$ cat config.mk
export PLATFORM = sky130hd
export DESIGN_NAME = seq_mag_comparator_flat
export DESIGN_NICKNAME = d
export VERILOG_FILES = /design/src/rtl/seq_mag_comparator_if.sv /design/src/rtl/seq_mag_comparator.sv /design/src/flat_wrapper.sv
export SDC_FILE = /design/constraint.sdc
export NUM_CORES = 1
export LEC_CHECK = 0
export BUFFER_PORTS_ARGS = -buffer_cell sky130_fd_sc_hd__buf_4
export CORE_UTILIZATION = 33
export CTS_CLUSTER_SIZE = 10
export DETAILED_ROUTE_END_ITERATION = 10
export MAX_ROUTING_LAYER = met4
export PLACE_DENSITY = 0.57
export SLEW_MARGIN = 20
export SYNTH_ARGS = -nofsm -noshare
export SYNTH_HDL_FRONTEND = slang
export SYNTH_SLANG_ARGS = --single-unit
$ cat constraint.sdc
create_clock -name clk -period 2.8 [get_ports clk]
set_clock_uncertainty 0.05 [all_clocks]
set_input_delay 0.7 -clock clk [delete_from_list [all_inputs] [get_ports clk]]
set_output_delay 0.7 -clock clk [all_outputs]
set_load 0.02 [all_outputs]
$ cat src/rtl/seq_mag_comparator_if.sv
`default_nettype none
// ============================================================================
//  Module      : seq_mag_comparator_if
//  Description : Start/busy/done handshake and result bundle for the
//                digit-serial magnitude comparator.
//  Revision    : 1.0 - initial release
// ============================================================================
interface seq_mag_comparator_if #(
    parameter int WIDTH = 16
);
    logic             start;
    logic             signed_mode;
    logic [WIDTH-1:0] A;
    logic [WIDTH-1:0] B;
    logic             busy;
    logic             done;
    logic             A_gt_B;
    logic             A_eq_B;
    logic             A_lt_B;

    modport master (
        output start, signed_mode, A, B,
        input  busy, done, A_gt_B, A_eq_B, A_lt_B
    );

    modport slave (
        input  start, signed_mode, A, B,
        output busy, done, A_gt_B, A_eq_B, A_lt_B
    );
endinterface
`default_nettype wire

$ cat src/rtl/seq_mag_comparator.sv
`default_nettype none
// ============================================================================
//  Module      : seq_mag_comparator
//  Description : Digit-serial magnitude comparator, CHUNK bits per clock,
//                MSB chunk first with early exit; unsigned or signed mode.
//  Revision    : 1.0 - initial release
// ============================================================================
module seq_mag_comparator #(
    parameter int WIDTH = 16,
    parameter int CHUNK = 2
) (
    input  wire logic           clk,
    input  wire logic           rst_n,
    seq_mag_comparator_if.slave bus
);
    localparam int N     = WIDTH / CHUNK;
    localparam int IDX_W = (N > 1) ? $clog2(N) : 1;

    typedef enum logic [0:0] {
        S_IDLE = 1'b0,
        S_CMP  = 1'b1
    } state_t;

    state_t             r_state_q, w_state_d;
    logic [WIDTH-1:0]   r_a_q, w_a_d;
    logic [WIDTH-1:0]   r_b_q, w_b_d;
    logic [IDX_W-1:0]   r_idx_q, w_idx_d;
    logic               r_busy_q, w_busy_d;
    logic               r_done_q, w_done_d;
    logic               r_gt_q, w_gt_d;
    logic               r_eq_q, w_eq_d;
    logic               r_lt_q, w_lt_d;

    logic [WIDTH-1:0]   w_sign_mask;
    logic [WIDTH-1:0]   w_a_sh;
    logic [WIDTH-1:0]   w_b_sh;
    logic [CHUNK-1:0]   w_ca;
    logic [CHUNK-1:0]   w_cb;

    // Flipping the sign bit at latch time maps two's-complement order onto
    // unsigned order, so every chunk compare afterwards is plain unsigned.
    assign w_sign_mask = WIDTH'(bus.signed_mode) << (WIDTH - 1);

    assign w_a_sh = r_a_q >> (int'(r_idx_q) * CHUNK);
    assign w_b_sh = r_b_q >> (int'(r_idx_q) * CHUNK);
    assign w_ca   = w_a_sh[CHUNK-1:0];
    assign w_cb   = w_b_sh[CHUNK-1:0];

    always_comb begin
        w_state_d = r_state_q;
        w_a_d     = r_a_q;
        w_b_d     = r_b_q;
        w_idx_d   = r_idx_q;
        w_busy_d  = r_busy_q;
        w_done_d  = 1'b0;
        w_gt_d    = r_gt_q;
        w_eq_d    = r_eq_q;
        w_lt_d    = r_lt_q;

        case (r_state_q)
            S_IDLE: begin
                if (bus.start) begin
                    w_a_d     = bus.A ^ w_sign_mask;
                    w_b_d     = bus.B ^ w_sign_mask;
                    w_idx_d   = IDX_W'(N - 1);
                    w_gt_d    = 1'b0;
                    w_eq_d    = 1'b0;
                    w_lt_d    = 1'b0;
                    w_busy_d  = 1'b1;
                    w_state_d = S_CMP;
                end
            end
            S_CMP: begin
                if (w_ca != w_cb) begin
                    w_gt_d    = (w_ca > w_cb);
                    w_lt_d    = (w_ca < w_cb);
                    w_done_d  = 1'b1;
                    w_busy_d  = 1'b0;
                    w_state_d = S_IDLE;
                end else if (r_idx_q == '0) begin
                    w_eq_d    = 1'b1;
                    w_done_d  = 1'b1;
                    w_busy_d  = 1'b0;
                    w_state_d = S_IDLE;
                end else begin
                    w_idx_d   = r_idx_q - IDX_W'(1);
                end
            end
            default: begin
                w_state_d = S_IDLE;
                w_busy_d  = 1'b0;
            end
        endcase
    end

    always_ff @(posedge clk or negedge rst_n) begin
        if (!rst_n) begin
            r_state_q <= S_IDLE;
            r_a_q     <= '0;
            r_b_q     <= '0;
            r_idx_q   <= '0;
            r_busy_q  <= 1'b0;
            r_done_q  <= 1'b0;
            r_gt_q    <= 1'b0;
            r_eq_q    <= 1'b0;
            r_lt_q    <= 1'b0;
        end else begin
            r_state_q <= w_state_d;
            r_a_q     <= w_a_d;
            r_b_q     <= w_b_d;
            r_idx_q   <= w_idx_d;
            r_busy_q  <= w_busy_d;
            r_done_q  <= w_done_d;
            r_gt_q    <= w_gt_d;
            r_eq_q    <= w_eq_d;
            r_lt_q    <= w_lt_d;
        end
    end

    assign bus.busy   = r_busy_q;
    assign bus.done   = r_done_q;
    assign bus.A_gt_B = r_gt_q;
    assign bus.A_eq_B = r_eq_q;
    assign bus.A_lt_B = r_lt_q;

endmodule
`default_nettype wire

$ cat src/flat_wrapper.sv
// flat-port wrapper written by rule: the top's interface ports become plain ports
module seq_mag_comparator_flat 
#(
    parameter int WIDTH = 16,
    parameter int CHUNK = 2
)
  (clk, rst_n, bus_start, bus_signed_mode, bus_A, bus_B, bus_busy, bus_done, bus_A_gt_B, bus_A_eq_B, bus_A_lt_B);
  seq_mag_comparator_if #(.WIDTH(WIDTH)) bus_i ();
  input  wire logic clk;
  input  wire logic rst_n;
  input wire logic [$bits(bus_i.start)-1:0] bus_start;
  input wire logic [$bits(bus_i.signed_mode)-1:0] bus_signed_mode;
  input wire logic [$bits(bus_i.A)-1:0] bus_A;
  input wire logic [$bits(bus_i.B)-1:0] bus_B;
  output wire logic [$bits(bus_i.busy)-1:0] bus_busy;
  output wire logic [$bits(bus_i.done)-1:0] bus_done;
  output wire logic [$bits(bus_i.A_gt_B)-1:0] bus_A_gt_B;
  output wire logic [$bits(bus_i.A_eq_B)-1:0] bus_A_eq_B;
  output wire logic [$bits(bus_i.A_lt_B)-1:0] bus_A_lt_B;
  assign bus_i.start = bus_start;
  assign bus_i.signed_mode = bus_signed_mode;
  assign bus_i.A = bus_A;
  assign bus_i.B = bus_B;
  assign bus_busy = bus_i.busy;
  assign bus_done = bus_i.done;
  assign bus_A_gt_B = bus_i.A_gt_B;
  assign bus_A_eq_B = bus_i.A_eq_B;
  assign bus_A_lt_B = bus_i.A_lt_B;
  seq_mag_comparator #(.WIDTH(WIDTH), .CHUNK(CHUNK)) u_core (.clk(clk), .rst_n(rst_n), .bus(bus_i));
endmodule
== Word level (Yosys, flattened, before mapping) ==
Index checks and enable logic that the tools add are counted.
Operators by class
  mux-type cells: 23
  eq/ne operators: 7
  add/subtract/negate cells: 1
  order comparisons: 2
  bitwise gates (word level): 3
  shift-type cells: 2
  reductions and logical operators: 6
Operators with widths (number)
  $shr 16x4->2: 2
  $xor 16x16->16: 2
  $mux 1: 14
  $ne 2x2->1 const B: 5
  $pmux 1 s2: 5
  $mux 3: 3
  $pmux 3 s2: 1
  $reduce_and 2->1: 3
  $reduce_and 3->1: 2
  $logic_not 3->1: 1
  $ne 3x3->1 const B: 1
  $sub 3x1->3 const B: 1
  $gt 2x2->1: 1
  $lt 2x2->1: 1
  $ne 2x2->1: 1
  $not 1->1: 1
Storage, ports and cells
  output and inout port bits: 5
  input bits: 36
  register bits: 41

== Logic depth before layout (Yosys ltp) ==
Gate-level depths: netlist (run 1).
  depth in word-level cells: 4
  depth in mapped cells: 7
  mapped depth without buffers: 6

== Worst setup path before layout (run 1) ==
Ideal clock, no wire load.
  kind: flip-flop to flip-flop
  start point: reg u_core.r_idx_q[0]
  end point: reg u_core.r_idx_q[0]
  setup time: 0.134 ns
  path slack: 0.556 ns
  arrival time: 2.060 ns
  required time: 2.616 ns
  cell stages (with the launch flop): 8
  buffers on the path: 1
  path through: dfrtp_1 -> buf_6 -> mux4_1 -> mux2_2 -> ha_1 -> and2_1 -> a31oi_1 -> mux2i_1
On the way
  longest elaborated chain between the ends: 4
  elaborated cells between the ends (all ways): 11
Ends and longest elaborated chain
  start, declared: line seq_mag_comparator.sv:27  | logic [IDX_W-1:0] r_idx_q, w_idx_d;
  start signal, assigned: line seq_mag_comparator.sv:111  | r_idx_q <= w_idx_d;
  $shr 16x4->2, or another cell as far along: line seq_mag_comparator.sv:44  | assign w_a_sh = r_a_q >> (int'(r_idx_q) * CHUNK);
  $ne 2x2->1 or $mux 3 (tied branches): line seq_mag_comparator.sv:74, seq_mag_comparator.sv:80
  $ne 2x2->1 (no line) or $mux 3 (tied branches)
  $reduce_and 3->1 (no line) or $pmux 3 s2 (tied branches)
Parallel ways exist; a longest one is shown, timed or not. The select of a mux whose other input is x is not followed.
A chain may end at the register's enable or synchronous reset.

== Final worst setup path (run 1) ==
Same ends and word-level chain as after synthesis.

==> results of run 1 <==
per-layer routing:
metal  share of wire, %  vias up
met5                  0        -
met2                 49       43
met1                 45      604
li1                   -      561
met4               0.76        0
met3                5.3        4
cell usage after synthesis:
cell	count
mux4_1	8
nor2b_1	2
mux2_2	32
a22o_1	1
xnor2_1	2
buf_4	2
buf_2	2
o2bb2ai_1	1
nand4_1	1
nor2_1	5
mux2i_1	3
a31oi_1	1
and2_1	2
a211o_1	1
dfrtp_1	41
clkbuf_1	3
nand3_1	1
nor3_1	1
buf_6	1
nand2_1	2
nand2b_1	2
o21ai_0	3
and3_1	1
ha_1	4
inv_1	3
a21oi_1	3
a22oi_1	1
o21ba_2	1
worst min path at each step:
stage	start	endpoint	slack [ns]	cells past startpoint
finish	rst_n	u_core.r_a_q[5]	0.33	1
global route	rst_n	u_core.r_a_q[12]	0.37	1
CTS	rst_n	u_core.r_a_q[5]	0.34	1
detailed placement	u_core.r_a_q[9]	u_core.r_a_q[9]	0.44	1
global placement	u_core.bus.A_gt_B	u_core.bus.A_gt_B	0.43	2
floorplan	rst_n	u_core.bus.A_eq_B	0.35	0
flip-flops by register name, indices dropped and copies added (netlist names):
| name | count |
|---|---|
| u_core.bus.A_eq_B | 1 |
| u_core.bus.A_gt_B | 1 |
| u_core.bus.A_lt_B | 1 |
| u_core.bus.busy | 1 |
| u_core.bus.done | 1 |
| u_core.r_a_q | 16 |
| u_core.r_b_q | 16 |
| u_core.r_idx_q | 3 |
| u_core.r_state_q | 1 |
placed cells by master, fill, tap and decap left out, types with 2 or more instances in the layout:
cell type  count
inv_1          3
buf_4         42
mux2_2        32
o21ai_0        3
mux4_1         8
nor2_1         5
clkbuf_8       6
nand2_1        2
ha_1           4
xnor2_1        2
dfrtp_1       40
and2_1         2
a21oi_1        3
nand2b_1       2
mux2i_1        3
logic make-up after synthesis:
| family | Yosys count | synth area share (%) |
|---|---|---|
| buffers and inverters | 11 | 3.06 |
| adders and majority gates | 4 | 2.61 |
| xor gates and xnor gates | 2 | 0.913 |
| AOI/OAI and AO/OA | 12 | 4.17 |
| muxes | 43 | 31.3 |
| DFF | 41 | 53.5 |
| and+or+nand+nor | 17 | 4.50 |
worst max-delay path, cell delays in order, from the launching register on:
cell	delay, ns
dfrtp_2	0.52
mux4_1	0.59
mux2_2	0.28
ha_1	0.33
and2_1	0.20
a31oi_1	0.31
mux2i_1	0.15
report_power, final:
| part | internal, mW | switching [mW] |
|---|---|---|
| sequential | 0.856 | 0.172 |
| clock | 0.291 | 0.193 |
| combinational | 0.542 | 0.372 |
| total | 1.69 | 0.737 |
per-stage QoR:
| step | util (%) | cell area, um^2 | hold slack, ns | power [mW] | std cells |
|---|---|---|---|---|---|
| floorplan | - | 1920 | 0.354 | 1.71 | 130 |
| global placement | 41.1 | 2280 | 0.434 | 1.91 | 236 |
| detailed placement | 41.1 | 2280 | 0.441 | 1.97 | 236 |
| CTS | 43.2 | 2400 | 0.341 | 2.46 | 244 |
| global route | 43.3 | 2400 | 0.366 | 2.61 | 244 |
| finish | 43.3 | 2400 | 0.331 | 2.42 | 244 |
cell type report:
class | instances | share of cell area [%]
clock buffer | 7 | 3.60
clock inverter | 1 | 1.25
inverter | 3 | 0.470
multi-input combinational | 78 | 34.9
sequential | 41 | 42.8
tap | 72 | 3.76
timing repair buffer | 42 | 13.2
==> out/qor.txt, run 1 <==
status: completed
clock latency on the worst-skew pair: 0.29 ns
H-tree levels: 2
multi-input logic area: 837 um^2
DRC Markers: 0
DRT Wirelength: 3560 um
FF-to-FF Start: u_core.r_idx_q[0]
diodes inserted: 0
Yosys reg bits: 41
Critical path origin: u_core.r_idx_q[0]
Setup WS post-layout: 0.227 ns
Post-Syn Nets: 170
Tmin final: 2.57 ns
Max Root-Sink Buffers: 2
via count: 1212
Antenna Nets Post-Route: 0
CTS Hold Bufs: 0
chip height: 78.3 um
CP arrival: 2.66 ns
YS warnings: 0
vias in the first global route: 1316
Syn-to-layout area delta: 24.9%
dpl ws: 0.127 ns
clock sinks: 41
Routed WL per cell: 14.6 um
Pins Over Slew Limit: 0
core area: 5540 um^2
GR Layer Usage met1: 16.4%
Maximum Capacitance Violations: 0
Post-Synthesis Cells: 130
first-pass GRT wire length: 6130 um
initial antenna violation count: 0
Cell variety after synth: 28
Fin. Hold Viols: 0
period utilization: 91.9%
Initial Utilization: 34.6%
Root Buffer: clkbuf_8
R2R depth: 6
pwr/cell area: 1010 nW/um^2
Crit path required time: 2.89 ns
Syn Area/Cell: 14.8 um^2
IO Port Bufs: 40
layout cells sized above 1: 48.8%
# IOs: 41
initial DRC count: 42
global route overflow: 0
sequential-to-total area share from yosys stat: 53.5%
grt peak-use layer: met2
Hold Path Class: primary input to async pin
DR pass1 iterations: 4
Critical Path Start Type: flip-flop
Worst-Margin Slew: 0.499 ns
nets: 211
mapped cell area: 1920 um^2
Reg2Reg Setup Slack: 0.23 ns
global placer's final weighted congestion: 0.744
Max VDD drop: 309 uV
Global Route met3 Usage: 4.19%
worst-path maximum fanout: 9
die area: 6130 um^2
final setup vio count: 0
reg2reg end: u_core.r_idx_q[0]
Setup CP Type: flip-flop to flip-flop
register area: 1030 um^2
crit end category: flip-flop
share of Yosys cell area claimed by the top area cell type: 53.5%
All-Layer GR Usage: 13.6%
Num CTS Buffers: 5
sum of negative setup slack: 0 ns
P_leak: 1.10 nW
post-CTS setup buffer count: 0
GR Util met2: 21.4%
TritonCTS clock tree: built
Critical path destination: u_core.r_idx_q[0]
relative slew slack: 66.7%
Site Rows: 27
Die Width: 78.3 um
largest cells by area after synthesis: dfrtp_1 (53%), mux2_2 (19%), mux4_1 (11%)
Vias/cell: 4.97
Final HPWL DP: 2680 um
Synth area leader: dfrtp_1
Clock transition at path regs: 0.08 ns
largest net degree at the start of global routing: 42
FILL cells: 544
Achievable Freq: 0.389 GHz
Post-CTS Resized: 0
RSZ-0062 raised after global routing: false
Power figures use the tool's default switching activity.
==> run 2: changes to the inputs <==
Settings changed: PLACE_DENSITY 0.57 to 0.58.
==> out/qor.txt, run 2 (synthesis gave the netlist of run 1 again) <==
Root Buffer: clkbuf_8 (unchanged)
Routed WL per cell: 14.1 um (was 14.6 um)
dpl cells: 235 (was 236)
CP arrival: 2.64 ns (was 2.66 ns)
Initial Utilization: 34.6% (unchanged)
core area: 5540 um^2 (unchanged)
R2R depth: 6 (unchanged)
Power Total: 2.29 mW (was 2.42 mW)
crit end category: flip-flop (unchanged)
fin cells: 243 (was 244)
RSZ-0062 raised after global routing: false (unchanged)
initial antenna violation count: 0 (unchanged)
relative slew slack: 66.7% (about the same)
most common cell after layout, fill and taps aside: buf_4 (unchanged)
Hold Path Class: primary input to async pin (unchanged)
most frequent cells in the layout: buf_4 (41), dfrtp_1 (40), mux2_2 (32), mux4_1 (8) (was buf_4 (42), dfrtp_1 (40), mux2_2 (32), mux4_1 (8), clkbuf_8 (6))
Vias/cell: 4.68 (was 4.97)
diodes inserted: 0 (unchanged)
die area: 6130 um^2 (unchanged)
Critical Path Start Type: flip-flop (unchanged)
Top Registers: u_core.r_a_q x16, u_core.r_b_q x16, u_core.r_idx_q x3 (unchanged)
global placer's final weighted congestion: 0.683 (was 0.744)
Setup WS post-layout: 0.260 ns (was 0.227 ns)
DR pass1 iterations: 4 (unchanged)
sum of negative setup slack: 0 ns (unchanged)
initial DRC count: 50 (was 42)
IO Port Bufs: 40 (unchanged)
multi-input logic area: 837 um^2 (unchanged)
nets: 210 (was 211)
Pins Over Slew Limit: 0 (unchanged)
All-Layer GR Usage: 12.9% (was 13.6%)
Hold Worst Slack: 0.322 ns (was 0.331 ns)
Max VDD drop: 432 uV (was 309 uV)
DRT Wirelength: 3430 um (was 3560 um)
Fin. Hold Viols: 0 (unchanged)
Site Rows: 27 (unchanged)
Placed Area: 2270 um^2 (was 2280 um^2)
first-pass GRT wire length: 5850 um (was 6130 um)
register area: 1030 um^2 (unchanged)
Finished Core Util: 42.6% (was 43.3%)
FILL cells: 530 (was 544)
clock sinks: 41 (unchanged)
Num CTS Buffers: 5 (unchanged)
Maximum Capacitance Violations: 0 (unchanged)
DRC Markers: 0 (unchanged)
Max Root-Sink Buffers: 2 (unchanged)
CP Cell Sequence: mux4_1 > mux2_2 > ha_1 > and2_1 > a31oi_1 > mux2i_1 (unchanged)
Clock transition at path regs: 0.08 ns (about the same)
post-CTS setup buffer count: 0 (unchanged)
vias in the first global route: 1194 (was 1316)
Setup CP Type: flip-flop to flip-flop (unchanged)
slowest cell on the critical path: mux4_1 (unchanged)
status: completed (unchanged)
Die Width: 78.3 um (unchanged)
Worst-Margin Slew: 0.500 ns (was 0.499 ns)
period utilization: 90.7% (was 91.9%)
final setup vio count: 0 (unchanged)
global route overflow: 0 (unchanged)
Syn-to-layout area delta: 22.9% (was 24.9%)
chip height: 78.3 um (unchanged)
via count: 1137 (was 1212)
P_leak: 1.08 nW (was 1.10 nW)
critical path's largest stage delay: 0.59 ns (about the same)
H-tree levels: 2 (unchanged)
Crit path required time: 2.90 ns (was 2.89 ns)
Antenna Nets Post-Route: 0 (unchanged)
dpl ws: 0.130 ns (was 0.127 ns)
post-route cell area: 2360 um^2 (was 2400 um^2)
# IOs: 41 (unchanged)
worst-path maximum fanout: 9 (unchanged)
layout cells sized above 1: 49.1% (was 48.8%)
largest net degree at the start of global routing: 42 (unchanged)
clock latency on the worst-skew pair: 0.29 ns (about the same)
Achievable Freq: 0.394 GHz (was 0.389 GHz)
Tmin final: 2.54 ns (was 2.57 ns)
pwr/cell area: 971 nW/um^2 (was 1010 nW/um^2)
TritonCTS clock tree: built (unchanged)
[run 2: final cells by class]
| cell class | count | area share, % |
|---|---|---|
| Sequential cell | 41 | 43.5 |
| Multi-Input combinational cell | 78 | 35.5 |
| Timing Repair Buffer | 41 | 13.0 |
| Tap cell | 72 | 3.82 |
| Clock buffer | 5 | 2.92 |
| Clock inverter | 3 | 0.742 |
| Inverter | 3 | 0.477 |
[run 2: metal layers]
metal / vias to the layer above / wire length, um / part of all wire (%) / GRT usage, %
li1: 554 / - / - / -
met3: 4 / 166 / 4.8 / 3.26
met5: - / 0 / 0 / -
met2: 28 / 1650 / 48 / 20.1
met4: 0 / 37 / 1.1 / 3.89
met1: 551 / 1580 / 46 / 16.6
[run 2: critical path: cells and delay by family, from the launching register on]
kind                       cells  cell delay, ns
AOI/OAI and AO/OA              1            0.28
adders and majority gates      1            0.33
DFF                            1            0.53
muxes                          3            1.02
and+or+nand+nor                1            0.20
[run 2: repair_timing]
action,in CTS,in global routing
resized for setup,0,1
setup endpoints to repair,0,1
hold buffers,0,0
[run 2: worst paths after layout]
check,startpoint,to,slack [ns]
min in group clk,u_core.bus.A_gt_B,u_core.bus.A_gt_B,0.45
min,rst_n,u_core.r_a_q[12],0.32
max in group asynchronous,rst_n,u_core.r_idx_q[0],2.01
max reg2reg,u_core.r_idx_q[0],u_core.r_idx_q[0],0.26
min reg2reg,u_core.bus.A_gt_B,u_core.bus.A_gt_B,0.45
max,u_core.r_idx_q[0],u_core.r_idx_q[0],0.26
[run 2: power breakdown]
group / internal [mW] / leakage, nW / total [mW] / switching [mW]
registers: 0.855 / 0.476 / 1.02 / 0.168
clock network: 0.172 / 0.0439 / 0.373 / 0.201
logic: 0.535 / 0.557 / 0.894 / 0.359
total: 1.56 / 1.08 / 2.29 / 0.728
